--- src/rtl/cache_fill_controller.sv ---
// Load/store sequencer in front of a direct-mapped, write-through data cache.
// Does the lookup, refills on load miss, writes stores through, counts misses.
//
// Ports:
//   clk, reset          clock, asynchronous active-high reset
//   req_*               pipeline request; accepted on req_valid && req_ready
//   resp_valid/data     one-cycle completion pulse, load data (0 for stores)
//   cache_*             lookup address, write strobe/data/valid; hit/rdata back
//   mem_req_*           memory request held until mem_req_ready
//   mem_resp_*          memory read data or write acknowledge
//   miss_count          saturating load-miss counter
module cache_fill_controller #(
    parameter int INPUT_WIDTH = 32,
    parameter int DATA_WIDTH  = 32,
    parameter int CNT_WIDTH   = 16
) (
    input  logic                   clk,
    input  logic                   reset,

    input  logic                   req_valid,
    input  logic                   req_write,
    input  logic [INPUT_WIDTH-1:0] req_addr,
    input  logic [DATA_WIDTH-1:0]  req_wdata,
    output logic                   req_ready,

    output logic                   resp_valid,
    output logic [DATA_WIDTH-1:0]  resp_data,

    output logic [INPUT_WIDTH-1:0] cache_addr,
    output logic                   cache_write,
    output logic [DATA_WIDTH-1:0]  cache_wdata,
    output logic                   cache_valid,
    input  logic                   cache_hit,
    input  logic [DATA_WIDTH-1:0]  cache_rdata,

    output logic                   mem_req_valid,
    output logic                   mem_req_write,
    output logic [INPUT_WIDTH-1:0] mem_req_addr,
    output logic [DATA_WIDTH-1:0]  mem_req_wdata,
    input  logic                   mem_req_ready,
    input  logic                   mem_resp_valid,
    input  logic [DATA_WIDTH-1:0]  mem_resp_data,

    output logic [CNT_WIDTH-1:0]   miss_count
);

    typedef enum logic [2:0] {
        S_IDLE,
        S_LOOKUP,
        S_MEM_REQ,
        S_MEM_WAIT,
        S_FILL,
        S_RESP
    } state_t;

    state_t state;
    state_t state_nx;

    logic [INPUT_WIDTH-1:0] addr_q;
    logic [DATA_WIDTH-1:0]  wdata_q;
    logic [DATA_WIDTH-1:0]  buf_q;
    logic                   write_q;
    logic                   hit_q;
    logic [CNT_WIDTH-1:0]   miss_q;

    logic                   accept;
    logic                   miss_inc;

    assign accept   = (state == S_IDLE) && req_valid;
    assign miss_inc = (state == S_LOOKUP) && !write_q && !cache_hit
                      && (miss_q != {CNT_WIDTH{1'b1}});

    // State register
    always_ff @(posedge clk or posedge reset) begin
        if (reset) begin
            state <= S_IDLE;
        end else begin
            state <= state_nx;
        end
    end

    // Request registers, hit flag, data buffer and miss counter
    always_ff @(posedge clk or posedge reset) begin
        if (reset) begin
            addr_q  <= '0;
            wdata_q <= '0;
            write_q <= 1'b0;
            hit_q   <= 1'b0;
            buf_q   <= '0;
            miss_q  <= '0;
        end else begin
            if (accept) begin
                addr_q  <= req_addr;
                wdata_q <= req_wdata;
                write_q <= req_write;
            end
            if (state == S_LOOKUP) begin
                hit_q <= cache_hit;
                buf_q <= cache_rdata;
            end
            // Write acknowledges carry no data; only loads refill the buffer.
            if ((state == S_MEM_WAIT) && mem_resp_valid && !write_q) begin
                buf_q <= mem_resp_data;
            end
            if (miss_inc) begin
                miss_q <= miss_q + CNT_WIDTH'(1);
            end
        end
    end

    // Next-state logic
    always_comb begin
        state_nx = state;
        unique case (state)
            S_IDLE: begin
                if (req_valid) begin
                    state_nx = S_LOOKUP;
                end
            end
            S_LOOKUP: begin
                if (!write_q && cache_hit) begin
                    state_nx = S_RESP;
                end else begin
                    state_nx = S_MEM_REQ;
                end
            end
            S_MEM_REQ: begin
                if (mem_req_ready) begin
                    state_nx = S_MEM_WAIT;
                end
            end
            S_MEM_WAIT: begin
                // A store only refreshes the line when it was already cached
                // (no write-allocate).
                if (mem_resp_valid) begin
                    if (!write_q || hit_q) begin
                        state_nx = S_FILL;
                    end else begin
                        state_nx = S_RESP;
                    end
                end
            end
            S_FILL: begin
                state_nx = S_RESP;
            end
            S_RESP: begin
                state_nx = S_IDLE;
            end
            default: begin
                state_nx = S_IDLE;
            end
        endcase
    end

    // Moore outputs: functions of state and latched request only
    always_comb begin
        req_ready     = 1'b0;
        resp_valid    = 1'b0;
        resp_data     = '0;
        cache_addr    = '0;
        cache_write   = 1'b0;
        cache_wdata   = '0;
        cache_valid   = 1'b0;
        mem_req_valid = 1'b0;
        mem_req_write = 1'b0;
        mem_req_addr  = '0;
        mem_req_wdata = '0;

        if (state != S_IDLE) begin
            cache_addr = addr_q;
        end

        unique case (state)
            S_IDLE: begin
                req_ready = 1'b1;
            end
            S_LOOKUP: begin
            end
            S_MEM_REQ: begin
                mem_req_valid = 1'b1;
                mem_req_write = write_q;
                mem_req_addr  = addr_q;
                mem_req_wdata = wdata_q;
            end
            S_MEM_WAIT: begin
            end
            S_FILL: begin
                cache_write = 1'b1;
                cache_valid = 1'b1;
                cache_wdata = write_q ? wdata_q : buf_q;
            end
            S_RESP: begin
                resp_valid = 1'b1;
                resp_data  = write_q ? '0 : buf_q;
            end
            default: begin
            end
        endcase
    end

    assign miss_count = miss_q;

endmodule
--- config.mk ---
export PLATFORM = sky130hd
export DESIGN_NAME = cache_fill_controller
export DESIGN_NICKNAME = d
export VERILOG_FILES = /design/src/rtl/cache_fill_controller.sv
export SDC_FILE = /design/constraint.sdc
export NUM_CORES = 1
export LEC_CHECK = 0
export BUFFER_PORTS_ARGS = -buffer_cell sky130_fd_sc_hd__buf_2
export CORE_ASPECT_RATIO = 0.8
export CORE_MARGIN = 4
export CORE_UTILIZATION = 47
export DETAILED_ROUTE_END_ITERATION = 10
export PLACE_DENSITY_LB_ADDON = 0.05
export SLEW_MARGIN = 0
export SYNTH_ARGS = -nofsm -noshare
export SYNTH_HDL_FRONTEND = slang
export SYNTH_SLANG_ARGS = --single-unit
--- constraint.sdc ---
create_clock -name clk -period 5.4 [get_ports clk]
set_input_delay 1.08 -clock clk [delete_from_list [all_inputs] [get_ports clk]]
set_output_delay 1.08 -clock clk [all_outputs]
set_load 0.02 [all_outputs]
==> reports/metrics.yaml, run 1 <==
status: "finished, final reports clean"
crit_buf_inv: 2
final-seq-area_mm2: 0.00293
synth-edff-count: 0
topRoutingLayerUsed: "met4"
wire_per_inst_um: 17.6
fin_crit_sh_pct: 67.9
cts_setup_buffers: 0
yosysTopAreaCell: "dfrtp_1"
syn_avg_cell_area_um2: 10.5
rows: 37
finalHoldViolCount: 0
setup_viol: 0
start_util_pct: 48.8
yosysWarnings: 0
path_delay_family: "simple AND/OR/NAND/NOR gates"
worst_pin_slew_ns: 1.16
critPathMaxStageDelay_ns: 0.92
synth-seq-cells: 117
async_flop_share_pct: 100
stdcell_area_mm2: 0.00866
crit_fanout: 32
synthCells: 607
max_slew_margin_pct: 22.5
clock-skew-final_ns: 0.0121
hold_buffers: 0
crit_chain: "inv_1 > and3_1 > nor2b_2 > and2_1 > buf_2"
wirelength_um: 19400
dieArea_mm2: 0.0155
netlist_top_cells_count: "117 x dfrtp_1, 98 x and2_1, 64 x mux2_2, 52 x nand2_1, 49 x mux2i_1"
setup_tns_ns: 0
portBuffers: 316
drtAntennaViolNets: 0
fillers: 1141
core_area_mm2: 0.0131
grt_max_degree: 81
layout-drive-gt1-share_pct: 47.4
cts_sinks: 117
cp-end-kind: "primary output"
placement.cell_area_mm2: 0.00803
hp-class: "register to register"
antenna_found_initial: 1
synth_cell_types: 46
fmax_mhz: 273
grt_pass1_vias: 5781
yosys_most_used_dff: "dfrtp_1"
slew_violations: 0
die_x_um: 138
numCtsBuffers: 17
synth.top_cell.area_share_pct: 45.8
p_per_area_mw_per_mm2: 585
synth_nets: 743
clock_latency_ns: 0.40
multi_input_area_mm2: 0.00322
grt.total_usage_pct: 24.7
cts.clk_slew.worst_paths_ns: 0.05
synth_most_common_cell: "dfrtp_1"
crit_required_ns: 4.32
cts_resized: 0
drc_errors: 0
min_period_ns: 3.67
dr.pass1.iters: 5
grt_setup_unrepaired: "false"
place.gp.congestion: 0.838
drt-met1-wl_um: 7770
grt_pass1_wl_um: 31000
gr-total-overflow: 0
maxCapViolCount: 0
synth.cell_area_mm2: 0.00639
clockRootBuffer: "clkbuf_16"
htreeDepth: 4
vias: 5593
vdd_drop_max_mv: 0.310
pin_count: 317
fin_nets: 1043
cts_tree: "done"
p_leak_nw: 4.60
yosysSeqAreaShare_pct: 45.8
arrival_ns: 2.59
clockBufferDepth: 2
holdWs_ns: 0.490
hpwl_um: 14500
critPathKind: "register to primary output"
chipHeight_um: 112
wl_met3_um: 1270
wl_met2_um: 10000
viasPerCell: 5.10
startpoint_type: "register"
cp_slowest_cell: "nor2b_2"
drt_first_iter_violations: 234
yosys-top-cells-area: "dfrtp_1 46%, mux2_2 11%, and2_1 9.6%"
syn_to_final_growth_pct: 35.5
final timing paths:
path	from	slack (ns)	endpoint	depth (start not counted)
setup / recovery	state[1]	1.73	resp_data[21]	5
hold / removal	addr_q[17]	0.49	addr_q[17]	1
setup reg to reg	state[0]	2.49	addr_q[24]	5
hold reg to reg	addr_q[17]	0.49	addr_q[17]	1
max in group asynchronous	reset	3.41	wdata_q[2]	3
min in group asynchronous	reset	0.91	addr_q[8]	2
layer usage:
layer / vias to the layer above / GRT usage [%]
met3: 21 / 6.47
li1: 2655 / -
met5: - / 0
met1: 2715 / 29.7
met4: 0 / 6.39
met2: 202 / 44.4
flip-flops by register name, summed over array words and instances (netlist names):
register and count:
wdata_q 32, addr_q 32, hit_q 1, write_q 1, miss_count 16, buf_q 32
state 3
where the power goes:
group          switching [mW]  internal (mW)
Sequential              0.331           1.29
Combinational            1.30          0.973
Clock                   0.381          0.790
per-stage QoR:
stage	total power [mW]	std cells	worst slack [ns]	utilization, %
after global routing	5.40	1095	1.52	66.0
final	5.06	1097	1.73	66.1
after detailed placement	3.93	1063	2.16	61.3
after global placement	3.87	1063	2.30	61.3
after floorplan	3.22	607	1.22	-
after CTS	5.12	1094	1.72	66.0
cell usage in the layout (no fill, tap or decap), types with 3 or more instances in the layout:
master,instances
and2_1,97
inv_1,7
clkbuf_16,17
nand2_1,52
o21ai_0,19
nor2_1,36
dfrtp_1,116
mux2_1,5
clkinv_2,5
a22oi_1,15
buf_2,316
mux2i_1,49
a21oi_1,7
nand3_1,5
bufinv_16,4
nor2b_1,32
nand2b_1,5
xor2_1,9
mux2_2,64
diode_2,3
buf_4,7
nor3_1,3
layout make-up:
| type | count | area share [%] |
|---|---|---|
| Multi-Input combinational cell | 440 | 37.2 |
| Tap cell | 175 | 2.53 |
| Inverter | 8 | 0.376 |
| Clock buffer | 21 | 5.32 |
| Clock inverter | 10 | 1.78 |
| Timing Repair Buffer | 323 | 18.9 |
| Sequential cell | 117 | 33.8 |
| Antenna cell | 3 | 0.0867 |
kinds of logic after synthesis:
family / count (synthesis) / share of synthesized area (%)
simple gates: 261 / 23.6
mux: 119 / 20.1
flops: 117 / 45.8
buf+inv: 50 / 4.17
compound gates: 48 / 4.64
xor+xnor: 11 / 1.51
fa+ha+maj: 1 / 0.196
Power figures use the tool's default switching activity.
==> run 2, diff against run 1 <==
ABC_AREA = 1   (was default)
CORE_UTILIZATION = 46   (was 47)
clock period = 3.8 ns   (was 5.4 ns; I/O delays follow)
==> run 2 against run 1 <==
Register-to-register slack lost 0.96 ns. Clock power rose by 42%. Total power is 49% higher. Flip-flop and latch count stayed put. Critical endpoint is now cache_wdata[24]. Highest routed layer unchanged.
==> reports/metrics.yaml, run 2 <==
status: "finished, final reports clean"
grt_pass1_vias: 6347  # +9.8%
dr.pass1.iters: 7  # +2
placement.cell_area_mm2: 0.00784  # -2.5%
cts.clk_slew.worst_paths_ns: 0.05  # about the same
yosysTopAreaCell: "dfrtp_1"
fillers: 1235  # +8.2%
rr_worst_depth: 7  # +2
rows: 37  # unchanged
gr-total-overflow: 0  # unchanged
drc_errors: 0  # unchanged
cts_resized: 0  # unchanged
maxCapViolCount: 0  # unchanged
cp_slowest_cell: "inv_1"
drtAntennaViolNets: 0  # unchanged
syn_avg_cell_area_um2: 6.92  # -34%
path_delay_family: "buffers and inverters"
final-seq-area_mm2: 0.00293  # about the same
hold_buffers: 0  # unchanged
max_slew_margin_pct: 19.3  # -3.3 points
p_per_area_mw_per_mm2: 893  # +53%
synth_nets: 1030  # +39%
yosys-top-cells-area: "dfrtp_1 47%, nor2_1 14%, nand2_1 13%"
stdcell_count: 1375  # +25%
slew_violations: 0  # unchanged
cts_tree: "done"
chipHeight_um: 112  # -0.47%
clockBufferDepth: 2  # unchanged
synthCells: 894  # +47%
grt_setup_unrepaired: "false"
core_area_mm2: 0.0130  # -0.71%
hpwl_um: 15900  # +9.9%
antenna_found_initial: 0  # -1
cts_setup_buffers: 0  # unchanged
setup_tns_ns: 0  # unchanged
setup_viol: 0  # unchanged
p_leak_nw: 4.93  # +7.3%
crit_chain: "nor3_1 > inv_1 > a21oi_1 > buf_2"
clock-skew-final_ns: 0.0156  # +0.00352 ns
fmax_mhz: 330
crit_buf_inv: 2  # unchanged
grt_max_degree: 131  # +62%
synth-edff-count: 0  # unchanged
vdd_drop_max_mv: 0.489  # +58%
cts_sinks: 117  # unchanged
grt_pass1_wl_um: 32700  # +5.5%
grt.total_usage_pct: 27.1  # +2.4 points
layout-drive-gt1-share_pct: 31.1  # -16 points
clockRootBuffer: "clkbuf_16"
start_util_pct: 47.6  # -1.2 points
arrival_ns: 2.27  # -0.32 ns
worst_pin_slew_ns: 1.21  # +0.0527 ns
fin_nets: 1321  # +27%
startpoint_type: "register"
vias: 6740  # +21%
synth.cell_area_mm2: 0.00619  # -3.1%
yosysWarnings: 0  # unchanged
async_flop_share_pct: 100  # unchanged
htreeDepth: 4  # unchanged
wire_per_inst_um: 15.5  # -12%
fin_crit_sh_pct: 79.7
top_regs: "addr_q x32, buf_q x32, wdata_q x32"
viasPerCell: 4.90  # -3.9%
synth-seq-cells: 117  # unchanged
clock_latency_ns: 0.41  # about the same
yosys_most_used_dff: "dfrtp_1"
pin_count: 317  # unchanged
dp_cells: 1341  # +26%
synth_cell_types: 22  # -52%
critPathKind: "register to primary output"
cp-end-kind: "primary output"
synth_most_common_cell: "nor2_1"
syn_to_final_growth_pct: 36.7
critPathMaxStageDelay_ns: 0.57  # -0.35 ns
worst-path-stages: 4  # -1
report.power.total_mw: 7.55  # +49%
numCtsBuffers: 17  # unchanged
place.gp.congestion: 0.853  # +1.8%
hp-class: "input port to async pin"
multi_input_area_mm2: 0.00268  # -17%
dieArea_mm2: 0.0154  # -0.94%
final_cell_mix: "316 x buf_2, 228 x nor2_1, 211 x nand2_1"
wirelength_um: 21300  # +9.9%
netlist_top_cells_count: "229 x nor2_1, 212 x nand2_1, 117 x dfrtp_1, 111 x a21oi_1, 88 x inv_1"
final_common_cell: "buf_2"
drt_first_iter_violations: 528  # +130%
die_x_um: 138  # -0.48%
crit_fanout: 33  # +3.1%
finalHoldViolCount: 0  # unchanged
synth.top_cell.area_share_pct: 47.3  # +1.5 points
yosysSeqAreaShare_pct: 47.3  # +1.5 points
portBuffers: 316  # unchanged
crit_required_ns: 3.04  # -1.28 ns
stdcell_area_mm2: 0.00846  # -2.3%
min_period_ns: 3.03
[run 2: per-layer routing]
metal  global-route usage (%)  vias to the layer above  wire [µm]
met2                     44.9                      288      10200
met5                        0                        -          0
met1                     35.2                     3083       8840
met3                     6.28                       32       1760
met4                     9.02                        0        444
li1                         -                     3337          -
[run 2: power breakdown]
group | internal [mW] | leakage, nW | total, mW | switching, mW
Clock | 1.08 | 0.292 | 1.66 | 0.572
Combinational | 1.12 | 3.30 | 3.78 | 2.65
Sequential | 1.80 | 1.34 | 2.12 | 0.315
Total | 4.01 | 4.93 | 7.55 | 3.54
[run 2: worst paths after layout]
kind | startpoint | to | slack, ns
worst min register to register | buf_q[9] | buf_q[9] | 0.48
worst min-delay path | reset | wdata_q[7] | 0.48
max in group asynchronous | reset | state[0] | 2.42
min in group clk | buf_q[9] | buf_q[9] | 0.48
worst max-delay path | state[1] | cache_wdata[24] | 0.77
worst max register to register | state[0] | addr_q[4] | 1.53
[run 2: through the flow]
stage                     utilization (%)  hold WS (ns)  worst slack, ns
final                                65.0         0.477            0.772
after global routing                 65.0         0.511            0.567
after detailed placement             60.2         0.471             1.24
after global placement               60.2         0.469             1.32
after floorplan                         -         0.452             1.20
after CTS                            65.0         0.485            0.785
[run 2: kinds of logic (layout without fill, tap and decap cells)]
kind of cell               after synthesis  after routing  share of synthesized area, %
AOI/OAI and AO/OA                      138            138                          11.2
xor gates and xnor gates                 5              5                         0.707
adders and majority gates                1              1                         0.202
buffers and inverters                  147            451                          9.68
DFF                                    117            117                          47.3
other                                    0              2                             0
and+or+nand+nor                        486            486                          30.9
[run 2: final cells by class]
cell class	instances	share of cell area (%)
Clock buffer	21	5.56
Timing Repair Buffer	323	19.5
Clock inverter	11	1.75
Multi-Input combinational cell	630	31.7
Antenna cell	2	0.0592
Inverter	96	4.30
Tap cell	175	2.59
Sequential cell	117	34.6
[run 2: worst reg2reg max path, delay by kind of cell (launching register included)]
| kind | cells | cell delay (ns) |
|---|---|---|
| AND/OR/NAND/NOR | 4 | 0.45 |
| buffers and inverters | 2 | 1.12 |
| AO/OA/AOI/OAI | 1 | 0.16 |
| flip-flops | 1 | 0.45 |
==> run 3, diff against run 2 <==
ABC_AREA = 0   (was 1)
CORE_UTILIZATION = 47   (was 46)
clock period = 3.1 ns   (was 3.8 ns; I/O delays follow)
==> run 3 against run 2 <==
Critical path depth up 2. Design area up 4.0%. Flip-flop and latch count unchanged. Total power up 21%. Clock-buffer cell count up 2. Non-clock buffer count up 6. Hold slack worse by 0.081 ns. Worst setup slack worse by 0.42 ns. Clock skew down 0.0082 ns. Die area up 0.95%. Sequential share of layout area down 1.3 points. Register-to-register slack worse by 0.45 ns. Largest cell class is now multi-input combinational cells.
==> reports/metrics.yaml, run 3 (synthesis gave the netlist of run 1 again) <==
rrSetupSlack_ns: 1.08  # -0.45 ns
timing.rr.start: "state[1]"
setup_viol: 0  # unchanged
drtAntennaViolNets: 0  # unchanged
pin_count: 317  # unchanged
place.gp.congestion: 0.835  # -2.1%
clockBufferDepth: 2  # unchanged
slew_violations: 0  # unchanged
cts.clk_slew.worst_paths_ns: 0.05  # about the same
grt_pass1_wl_um: 31700  # -3.1%
crit_fanout: 32  # -3.0%
setup_tns_ns: 0  # unchanged
wire_per_inst_um: 17.9  # +16%
top_regs: "addr_q x32, buf_q x32, wdata_q x32"
gr-usage-met1_pct: 29.9  # -5.2 points
final_cell_mix: "316 x buf_2, 116 x dfrtp_1, 97 x and2_1"
grt.total_usage_pct: 25.2  # -1.9 points
antenna_found_initial: 5  # +5
grt_use_met3_pct: 6.43  # +0.15 points
maxCapViolCount: 0  # unchanged
grt_pass1_vias: 6036  # -4.9%
worst_pin_slew_ns: 0.748  # -0.462 ns
grt_max_degree: 118  # -9.9%
grt_setup_unrepaired: "false"
p_leak_nw: 4.66  # -5.4%
fmax_mhz: 364
min_period_ns: 2.74
fin_nets: 1049  # -21%
cts_resized: 0  # unchanged
startpoint_type: "register"
core_area_mm2: 0.0131  # +0.71%
status: "finished, final reports clean"
crit_start: "state[1]"
vdd_drop_max_mv: 0.506  # +3.3%
cp_slowest_cell: "dfrtp_1"
crit_required_ns: 2.48  # -0.56 ns
dieArea_mm2: 0.0155  # +0.95%
hold_buffers: 0  # unchanged
viasPerCell: 5.15  # +5.1%
start_util_pct: 48.8  # +1.2 points
p_int_mw: 5.56  # +39%
htreeDepth: 4  # unchanged
p_comb_share_pct: 43.9  # -6.1 points
stdcell_area_mm2: 0.00880  # +4.0%
cts_sinks: 117  # unchanged
syn_to_final_growth_pct: 37.7
drc_errors: 0  # unchanged
p_switching_mw: 3.55  # +0.35%
power_frac_clock_pct: 24.7  # +2.8 points
clock-skew-final_ns: 0.00739  # -0.00820 ns
cts_setup_buffers: 0  # unchanged
critPathMaxStageDelay_ns: 0.51  # -0.06 ns
placement.cell_area_mm2: 0.00811  # +3.4%
p_per_area_mw_per_mm2: 1040  # +16%
hp-class: "input port to async pin"
cts_tree: "done"
layout-drive-gt1-share_pct: 47.8  # +17 points
crit_chain: "inv_1 > and3_1 > nor2b_2 > buf_4 > and2_1 > buf_2"
numCtsBuffers: 17  # unchanged
use_met2_pct: 44.6  # -0.23 points
portBuffers: 316  # unchanged
r2r_end: "wdata_q[14]"
hpwl_um: 14700  # -7.3%
vias: 5688  # -16%
die_x_um: 138  # +0.48%
clock_latency_ns: 0.40  # about the same
drt_first_iter_violations: 253  # -52%
max_slew_margin_pct: 50.2  # +31 points
swShare_pct: 39.0  # -7.9 points
cp-end-kind: "primary output"
endpoint: "resp_data[25]"
final_common_cell: "buf_2"
arrival_ns: 2.12  # -0.15 ns
clockRootBuffer: "clkbuf_16"
chipHeight_um: 112  # +0.47%
fin_crit_sh_pct: 88.5
dr.pass1.iters: 4  # -3
final_util_pct: 67.1  # +2.1 points
finalHoldViolCount: 0  # unchanged
seq_power_share_pct: 31.4  # +3.4 points
critPathKind: "register to primary output"
top_usage_layer: "met2"
rr_worst_depth: 4  # -3
rows: 37  # unchanged
gr-total-overflow: 0  # unchanged
wirelength_um: 19700  # -7.2%
[run 3: cell count changes in the layout (fill, tap and decap cells not counted), moves of 64 or more]
cell	previous run	this run
nor2_1	228	36
mux2_2	0	64
inv_1	87	7
and2_1	1	97
a21oi_1	111	7
nand2_1	211	52
[run 3: worst min-delay path by stage]
stage | to | cells after the start | slack (ns) | from
floorplan | buf_q[0] | 2 | 0.46 | buf_q[0]
global placement | addr_q[13] | 1 | 0.48 | addr_q[13]
detailed placement | buf_q[20] | 2 | 0.48 | buf_q[20]
CTS | buf_q[14] | 3 | 0.41 | mem_resp_data[14]
global route | buf_q[15] | 3 | 0.41 | mem_resp_data[15]
finish | addr_q[5] | 3 | 0.40 | reset
[run 3: area by class of cell]
type                    count  area, µm²
fillers                  1093       4310
multi-input cells         440       3220
flip-flops and latches    117       2930
repair buffers            329       1700
clock buffers              23        488
well taps                 175        219
clock inverters             9        195
inverters                   8       33.8
diodes                      3       7.51
[run 3: critical path: cells and delay by family, from the launching register on]
kind	cells	cell delay [ns]
buffers and inverters	3	0.65
AND/OR/NAND/NOR	3	0.56
flip-flops	1	0.51
[run 3: stage by stage]
stage                     setup slack [ns]  instances  hold WS (ns)  power, mW
after global placement               0.864       1069         0.478       6.78
after detailed placement             0.790       1069         0.478       6.90
after CTS                            0.352       1101         0.411       9.19
after global routing                 0.244       1104         0.414       9.70
final                                0.356       1104         0.397       9.11
after floorplan                      0.894        607         0.459       5.62
[run 3: metal layers]
metal | vias up | wire length (µm)
met2 | 213 | 10100
met1 | 2765 | 8010
met5 | - | 27
met4 | 4 | 463
met3 | 40 | 1120
li1 | 2666 | -
[run 3: power by group through the flow]
stage	Sequential (mW)	Combinational (mW)	Clock, mW
2_1_floorplan	2.62	3.00	0
3_3_place_gp	2.82	3.96	0
3_5_place_dp	2.88	4.03	0
4_1_cts	2.86	4.05	2.28
5_1_grt	2.96	4.37	2.37
6_report	2.86	4.00	2.25
